### src/rtl/dram_arb.sv
// Two-master arbiter in front of a single-port memory. Round-robin arbitration with
// bounded lock bursts, a registered memory command stage and a read return pipeline.
module dram_arb #(
  parameter int ADDR      = 4,
  parameter int WIDTH     = 8,
  parameter int MAX_BURST = 4
) (
  input  logic             clk_i,
  input  logic             rstn_i,
  input  logic             m0_req_i,
  input  logic             m0_we_i,
  input  logic             m0_lock_i,
  input  logic [ADDR-1:0]  m0_addr_i,
  input  logic [WIDTH-1:0] m0_wr_data_i,
  input  logic             m1_req_i,
  input  logic             m1_we_i,
  input  logic             m1_lock_i,
  input  logic [ADDR-1:0]  m1_addr_i,
  input  logic [WIDTH-1:0] m1_wr_data_i,
  output logic             m0_gnt_o,
  output logic             m1_gnt_o,
  output logic             m0_rd_valid_o,
  output logic             m1_rd_valid_o,
  output logic [WIDTH-1:0] m0_rd_data_o,
  output logic [WIDTH-1:0] m1_rd_data_o,
  output logic [ADDR-1:0]  mem_addr_o,
  output logic             mem_wr_en_o,
  output logic [WIDTH-1:0] mem_wr_data_o,
  output logic             mem_rd_en_o,
  input  logic [WIDTH-1:0] mem_rd_data_i
);

  typedef enum logic {IDLE, LOCKED} state_t;

  state_t           state_q, state_d;
  logic             ptr_q, ptr_d;
  logic [3:0]       burst_q, burst_d;
  logic [ADDR-1:0]  mem_addr_q, mem_addr_d;
  logic [WIDTH-1:0] mem_wr_data_q, mem_wr_data_d;
  logic             mem_wr_en_q, mem_wr_en_d;
  logic             mem_rd_en_q, mem_rd_en_d;
  logic             mem_src_q, mem_src_d;
  logic             rd_valid_q, rd_valid_d;
  logic             rd_src_q, rd_src_d;

  logic             gnt0, gnt1, any_gnt, win, win_we, win_lock, owner;
  logic [ADDR-1:0]  win_addr;
  logic [WIDTH-1:0] win_data;
  logic [3:0]       burst_inc;

  // ptr_q=1 gives m1 priority; the last winner (and thus any lock owner) is ~ptr_q.
  assign owner = ~ptr_q;

  always_comb begin
    gnt0 = 1'b0;
    gnt1 = 1'b0;
    if (rstn_i) begin
      if (state_q == LOCKED && !owner && m0_req_i)      gnt0 = 1'b1;
      else if (state_q == LOCKED && owner && m1_req_i)  gnt1 = 1'b1;
      else if (m0_req_i && (!m1_req_i || !ptr_q))       gnt0 = 1'b1;
      else if (m1_req_i)                                gnt1 = 1'b1;
    end
  end

  assign any_gnt  = gnt0 | gnt1;
  assign win      = gnt1;
  assign win_we   = win ? m1_we_i      : m0_we_i;
  assign win_lock = win ? m1_lock_i    : m0_lock_i;
  assign win_addr = win ? m1_addr_i    : m0_addr_i;
  assign win_data = win ? m1_wr_data_i : m0_wr_data_i;

  // A locked beat by the current owner extends the burst; any other locked beat starts one.
  assign burst_inc = (state_q == LOCKED && win == owner) ? burst_q + 4'd1 : 4'd1;

  always_comb begin
    state_d       = IDLE;
    ptr_d         = ptr_q;
    burst_d       = 4'd0;
    mem_addr_d    = mem_addr_q;
    mem_wr_data_d = mem_wr_data_q;
    mem_wr_en_d   = 1'b0;
    mem_rd_en_d   = 1'b0;
    mem_src_d     = mem_src_q;
    rd_valid_d    = mem_rd_en_q;
    rd_src_d      = mem_src_q;
    if (any_gnt) begin
      ptr_d         = ~win;
      mem_addr_d    = win_addr;
      mem_wr_data_d = win_data;
      mem_wr_en_d   = win_we;
      mem_rd_en_d   = ~win_we;
      mem_src_d     = win;
      if (win_lock && burst_inc != 4'(MAX_BURST)) begin
        state_d = LOCKED;
        burst_d = burst_inc;
      end
    end
  end

  always_ff @(posedge clk_i or negedge rstn_i) begin
    if (!rstn_i) begin
      state_q       <= IDLE;
      ptr_q         <= 1'b0;
      burst_q       <= 4'd0;
      mem_addr_q    <= '0;
      mem_wr_data_q <= '0;
      mem_wr_en_q   <= 1'b0;
      mem_rd_en_q   <= 1'b0;
      mem_src_q     <= 1'b0;
      rd_valid_q    <= 1'b0;
      rd_src_q      <= 1'b0;
    end else begin
      state_q       <= state_d;
      ptr_q         <= ptr_d;
      burst_q       <= burst_d;
      mem_addr_q    <= mem_addr_d;
      mem_wr_data_q <= mem_wr_data_d;
      mem_wr_en_q   <= mem_wr_en_d;
      mem_rd_en_q   <= mem_rd_en_d;
      mem_src_q     <= mem_src_d;
      rd_valid_q    <= rd_valid_d;
      rd_src_q      <= rd_src_d;
    end
  end

  assign m0_gnt_o      = gnt0;
  assign m1_gnt_o      = gnt1;
  assign mem_addr_o    = mem_addr_q;
  assign mem_wr_en_o   = mem_wr_en_q;
  assign mem_wr_data_o = mem_wr_data_q;
  assign mem_rd_en_o   = mem_rd_en_q;
  assign m0_rd_valid_o = rd_valid_q & ~rd_src_q;
  assign m1_rd_valid_o = rd_valid_q & rd_src_q;
  assign m0_rd_data_o  = m0_rd_valid_o ? mem_rd_data_i : '0;
  assign m1_rd_data_o  = m1_rd_valid_o ? mem_rd_data_i : '0;

endmodule

### config.mk
export PLATFORM = sky130hd
export DESIGN_NAME = dram_arb
export DESIGN_NICKNAME = d
export VERILOG_FILES = /design/src/rtl/dram_arb.sv
export SDC_FILE = /design/constraint.sdc
export NUM_CORES = 1
export LEC_CHECK = 0
export CAP_MARGIN = 20
export CORE_ASPECT_RATIO = 0.75
export CORE_MARGIN = 4
export CORE_UTILIZATION = 35
export CTS_BUF_LIST = sky130_fd_sc_hd__clkbuf_8 sky130_fd_sc_hd__clkbuf_16
export CTS_CLUSTER_DIAMETER = 50
export DETAILED_ROUTE_END_ITERATION = 8
export PLACE_DENSITY_LB_ADDON = 0.15
export SLEW_MARGIN = 20
export SYNTH_ARGS = -nofsm -noshare
export SYNTH_HDL_FRONTEND = slang
export SYNTH_SLANG_ARGS = --single-unit
export TNS_END_PERCENT = 50
### constraint.sdc
create_clock -name clk_i -period 1.7 [get_ports clk_i]
set_input_delay 0.255 -clock clk_i [delete_from_list [all_inputs] [get_ports clk_i]]
set_output_delay 0.255 -clock clk_i [all_outputs]
set_load 0.1 [all_outputs]
# Word-level counts from Yosys, hierarchy flattened
# Index checks and enable logic that the tools add are counted.
dict set report op_classes {
  bitwise 7
  n_mux 22
  reduce_logical 10
  n_addsub 1
  eq_ne 2
}
# cell n
set op_table {}
lappend op_table {{$mux W8} 3}
lappend op_table {{$mux W4} 4}
lappend op_table {{$mux W1} 15}
lappend op_table {{$logic_and A1 B1 Y1} 7}
lappend op_table {{$add A4 B1 Y4 const B} 1}
lappend op_table {{$ne A4 B3 Y1 const B} 1}
lappend op_table {{$not A1 Y1} 4}
lappend op_table {{$and A1 B1 Y1} 2}
lappend op_table {{$logic_not A1 Y1} 2}
lappend op_table {{$eq A1 B1 Y1} 1}
lappend op_table {{$logic_or A1 B1 Y1} 1}
lappend op_table {{$or A1 B1 Y1} 1}
dict set report totals {
  register_bits 23
  output_inout_bits 34
  elab_cells 52
}

# Logic depth before layout (Yosys ltp)
dict set report logic_depth {
  word_depth 14
  depth_mapped 5
}

# Worst setup path before layout
# Ideal clock, no wire load.
dict set report synth_timing {
  path_type {reg2out}
  start {reg rd_valid_q}
  end {out m0_rd_data_o[0]}
  required_time_ps 1445
  path_stages_with_launch 4
  slack_ps -918
  arrival_time_ps 2363
  path_cell_list {dfrtp_1 -> nor2b_1 -> clkbuf_1 -> and2_1}
}
dict set report synth_via {
  elab_chain_cells 2
}
# item line_no
set synth_lines {}
lappend synth_lines {{start: declaration} 43} ;# logic rd_valid_q, rd_valid_d;
lappend synth_lines {{start signal: assignment} 121} ;# rd_valid_q <= rd_valid_d;
lappend synth_lines {{$and A1 B1 Y1} 132} ;# assign m0_rd_valid_o = rd_valid_q & ~rd_src_q;
lappend synth_lines {{via m0_rd_valid_o} 22} ;# output logic m0_rd_valid_o,
lappend synth_lines {{$mux W8} 134} ;# assign m0_rd_data_o = m0_rd_valid_o ? mem_rd_data_i : '0;
lappend synth_lines {{end: declaration} 24} ;# output logic [WIDTH-1:0] m0_rd_data_o,
# The timed path passes the listed nets, and every way through them passes these cells.

# Worst setup path after layout
dict set report layout_timing {
  start {reg state_q}
  end {out m0_gnt_o}
}
dict set report layout_via {
  elab_chain_cells 5
  word_cells_on_any_way 7
  classes_between {3 x mux; 4 x reduce/logical}
}
# item line_no
set layout_lines {}
lappend layout_lines {{start: declaration} 35} ;# state_t state_q, state_d;
lappend layout_lines {{start signal: assignment} 113} ;# state_q <= state_d;
lappend layout_lines {{$logic_and A1 B1 Y1 (2 in a row)} 59} ;# else if (state_q == LOCKED && owner && m1_req_i) gnt1 = 1'b1;
lappend layout_lines {{$mux W1} 59}
lappend layout_lines {{$mux W1 (*)} 58} ;# if (state_q == LOCKED && !owner && m0_req_i) gnt0 = 1'b1;
lappend layout_lines {{$mux W1 (*)} 57} ;# if (rstn_i) begin
lappend layout_lines {{end: declaration} 20} ;# output logic m0_gnt_o,
# Every way passes the cells marked *; elsewhere a longest branch is shown, timed or not.

==> out/qor.yml <==
hold_violations: 0
stdcell_area_um2: 2494
dieWidth_um: 73.46
grt_max_degree: 15
clkPwrFrac_pct: 14.2
async_flop_share_pct: 100.0
ant_nets: 0
dp_slack_ps: -242.3
cts_tree: "done"
fillers: 164
maxSlewHeadroom_pct: 78.10
p_comb_share_pct: 54.5
avgSynthCellArea_um2: 10.51
yosysTopAreaCellShare_pct: 51.17
synth.area.top_cells: "dfrtp_1 51%, a222oi_1 11%, and2_1 5.0%"
slew_viol_final: 0
cts_num_sinks: 23
cts-buffers-inserted: 3
viasPerCell: 5.243
die_area_um2: 4194
syn_to_final_growth_pct: 121.7
critPathArrivalTime_ps: 1430
antennaDiodeCount: 0
synth_seq_cells: 23
leakagePower_nw: 1.166
yosysTopAreaCell: "dfrtp_1"
cp_max_fo: 4
core_um2: 3020
drive_above_1_share_pct: 37.06
rows: 17
path_clk_slew_ps: 80
setup_tns_ps: 0
path_class: "reg2out"
ir_drop_mv: 0.9376
synth.distinct_cells: 29
cts_root_buf: "clkbuf_8"
htreeDepth: 1
portBuffers: 73
crit_path_start_kind: "flop"
fmax_mhz: 592.2
synth_area_um2: 1125
min_period_ps: 1689
grt_pass1_wl_mm: 5.899
multi_input_area_um2: 540.5
swShare_pct: 43.48
status: "finished clean"
fin_ws_ps: 11.48
cts_buffer_depth: 2
finalCritPeriodShare_pct: 99.32
syn_nets: 148
layout.area.seq_um2: 579.3
dr.pass1.iters: 4
rsz0062_at_grt: "true"
worstSetupEndpointType: "primary output"
wl_mm: 4.041
synthesis.instances: 107
worst_ep_required_time_ps: 1440
antenna_found_initial: 0
synth-warning-count: 0
post_drt_wl_per_cell_um: 17.20
intPower_w: 0.001274
final_nets: 239
synthFlopType: "dfrtp_1"
ios: 74
synth-edff-count: 0
tightest_slew_ps: 327.1
p_per_area_nw_per_um2: 903.8
vias: 1232
place_congestion: 0.8149
insertion_delay_ps: 260
finClkSkew_ps: 4.572
synth.most_common_cell: "dfrtp_1"
drv_cap: 0
grt_usage_pct: 18.19
synth_common_cells: "23 x dfrtp_1, 13 x inv_1, 12 x a222oi_1"
drc: 0
setup_viol: 0
grt_pass1_vias: 1205
place_hpwl_mm: 3.132
yosysSeqAreaShare_pct: 51.17
drt_iter0_markers: 66
finalPower_w: 0.002254
initial_core_util_pct: 37.24
power_switching_w: 0.0009801
hp-class: "in2async"
p_seq_share_pct: 31.2
placed_area_um2: 2316
overflow: 0
die_y_um: 57.10
==> kinds of logic (layout without fill, tap and decap cells) <==
family                   after synthesis  after routing  share of synthesized area [%]
AO/OA/AOI/OAI                         25             25                          18.47
flip-flops                            23             23                          51.17
buffers and inverters                 18            108                          6.785
AND/OR/NAND/NOR                       36             36                          19.24
XOR/XNOR                               3              3                          2.336
adder cells (fa/ha/maj)                1              1                          1.112
multiplexers                           1              1                         0.8899
==> registers in the layout, indices dropped and copies added (netlist names) <==
register / cells
mem_wr_data_o: 8
burst_q: 4
mem_addr_o: 4
mem_rd_en_o: 1
mem_src_q: 1
mem_wr_en_o: 1
ptr_q: 1
rd_src_q: 1
rd_valid_q: 1
state_q: 1
==> timing repair <==
action / in CTS / in global routing
hold buffers: 0 / 0
gates resized for setup: 3 / 9
setup buffers: 3 / 7
setup endpoints to repair: 3 / 18
endpoints found under the hold margin: 0 / 0
pin swaps: 1 / 4
==> cell type report <==
type,instances,share of cell area [%]
clock buffers,3,1.656
clock inverters,1,0.1505
inverters,13,1.957
multi-input cells,66,21.68
flip-flops and latches,23,23.23
well taps,38,1.907
repair buffers,91,49.42
==> per-stage QoR <==
step	util [%]	hold slack, ps	std cells
final	82.56	194.0	235
after global routing	82.56	196.9	235
after CTS	79.37	148.8	229
after detailed placement	76.68	372.2	222
after global placement	76.68	364.5	222
after floorplan	-	-40.59	107
==> placed cells by master (no fill, tap or decap), types with 2 or more instances in the layout <==
cell / instances
a21oi_1: 5
a222oi_1: 12
and2_4: 8
and3_1: 8
buf_12: 36
buf_4: 16
clkbuf_8: 3
clkdlybuf4s50_1: 37
dfrtp_1: 20
dfrtp_2: 3
inv_1: 14
nand2_1: 2
nand2b_1: 2
nand3_1: 2
nor2_1: 3
nor2b_1: 3
nor3b_1: 2
o21ai_0: 2
==> final timing paths <==
kind,slack [ps],depth (start not counted),end,from
worst max-delay path,10,4,m0_gnt_o,state_q
worst min-delay path,190,2,mem_src_q,rstn_i
worst max register to register,60,5,burst_q[1],state_q
worst min register to register,390,0,rd_src_q,mem_src_q
max in group asynchronous,1340,2,mem_addr_o[0],rstn_i
min in group clk_i,390,0,rd_src_q,mem_src_q
==> power by group through the flow <==
stage               Combinational (W)  Sequential, W  Clock (W)
floorplan                    0.000297        0.00106          0
global route                  0.00127       0.000711   0.000365
detailed placement            0.00117       0.000708          0
global placement              0.00115       0.000704          0
finish                        0.00123       0.000704   0.000321
CTS                           0.00119       0.000699   0.000329
==> critical path: stages (launching register included) <==
cell and delay, ps:
dfrtp_1 440, xnor2_4 180, o211a_4 270, buf_12 130
buf_12 150
==> per-layer routing <==
layer  global-route usage (%)  up-vias  routed length [µm]
met5                        0        -                   0
li1                         -      570                   -
met4                    2.067        0                  31
met3                    5.458        4                 379
met1                    24.09      596                1675
met2                    30.30       62                1954
(Power assumes the default switching activity.)
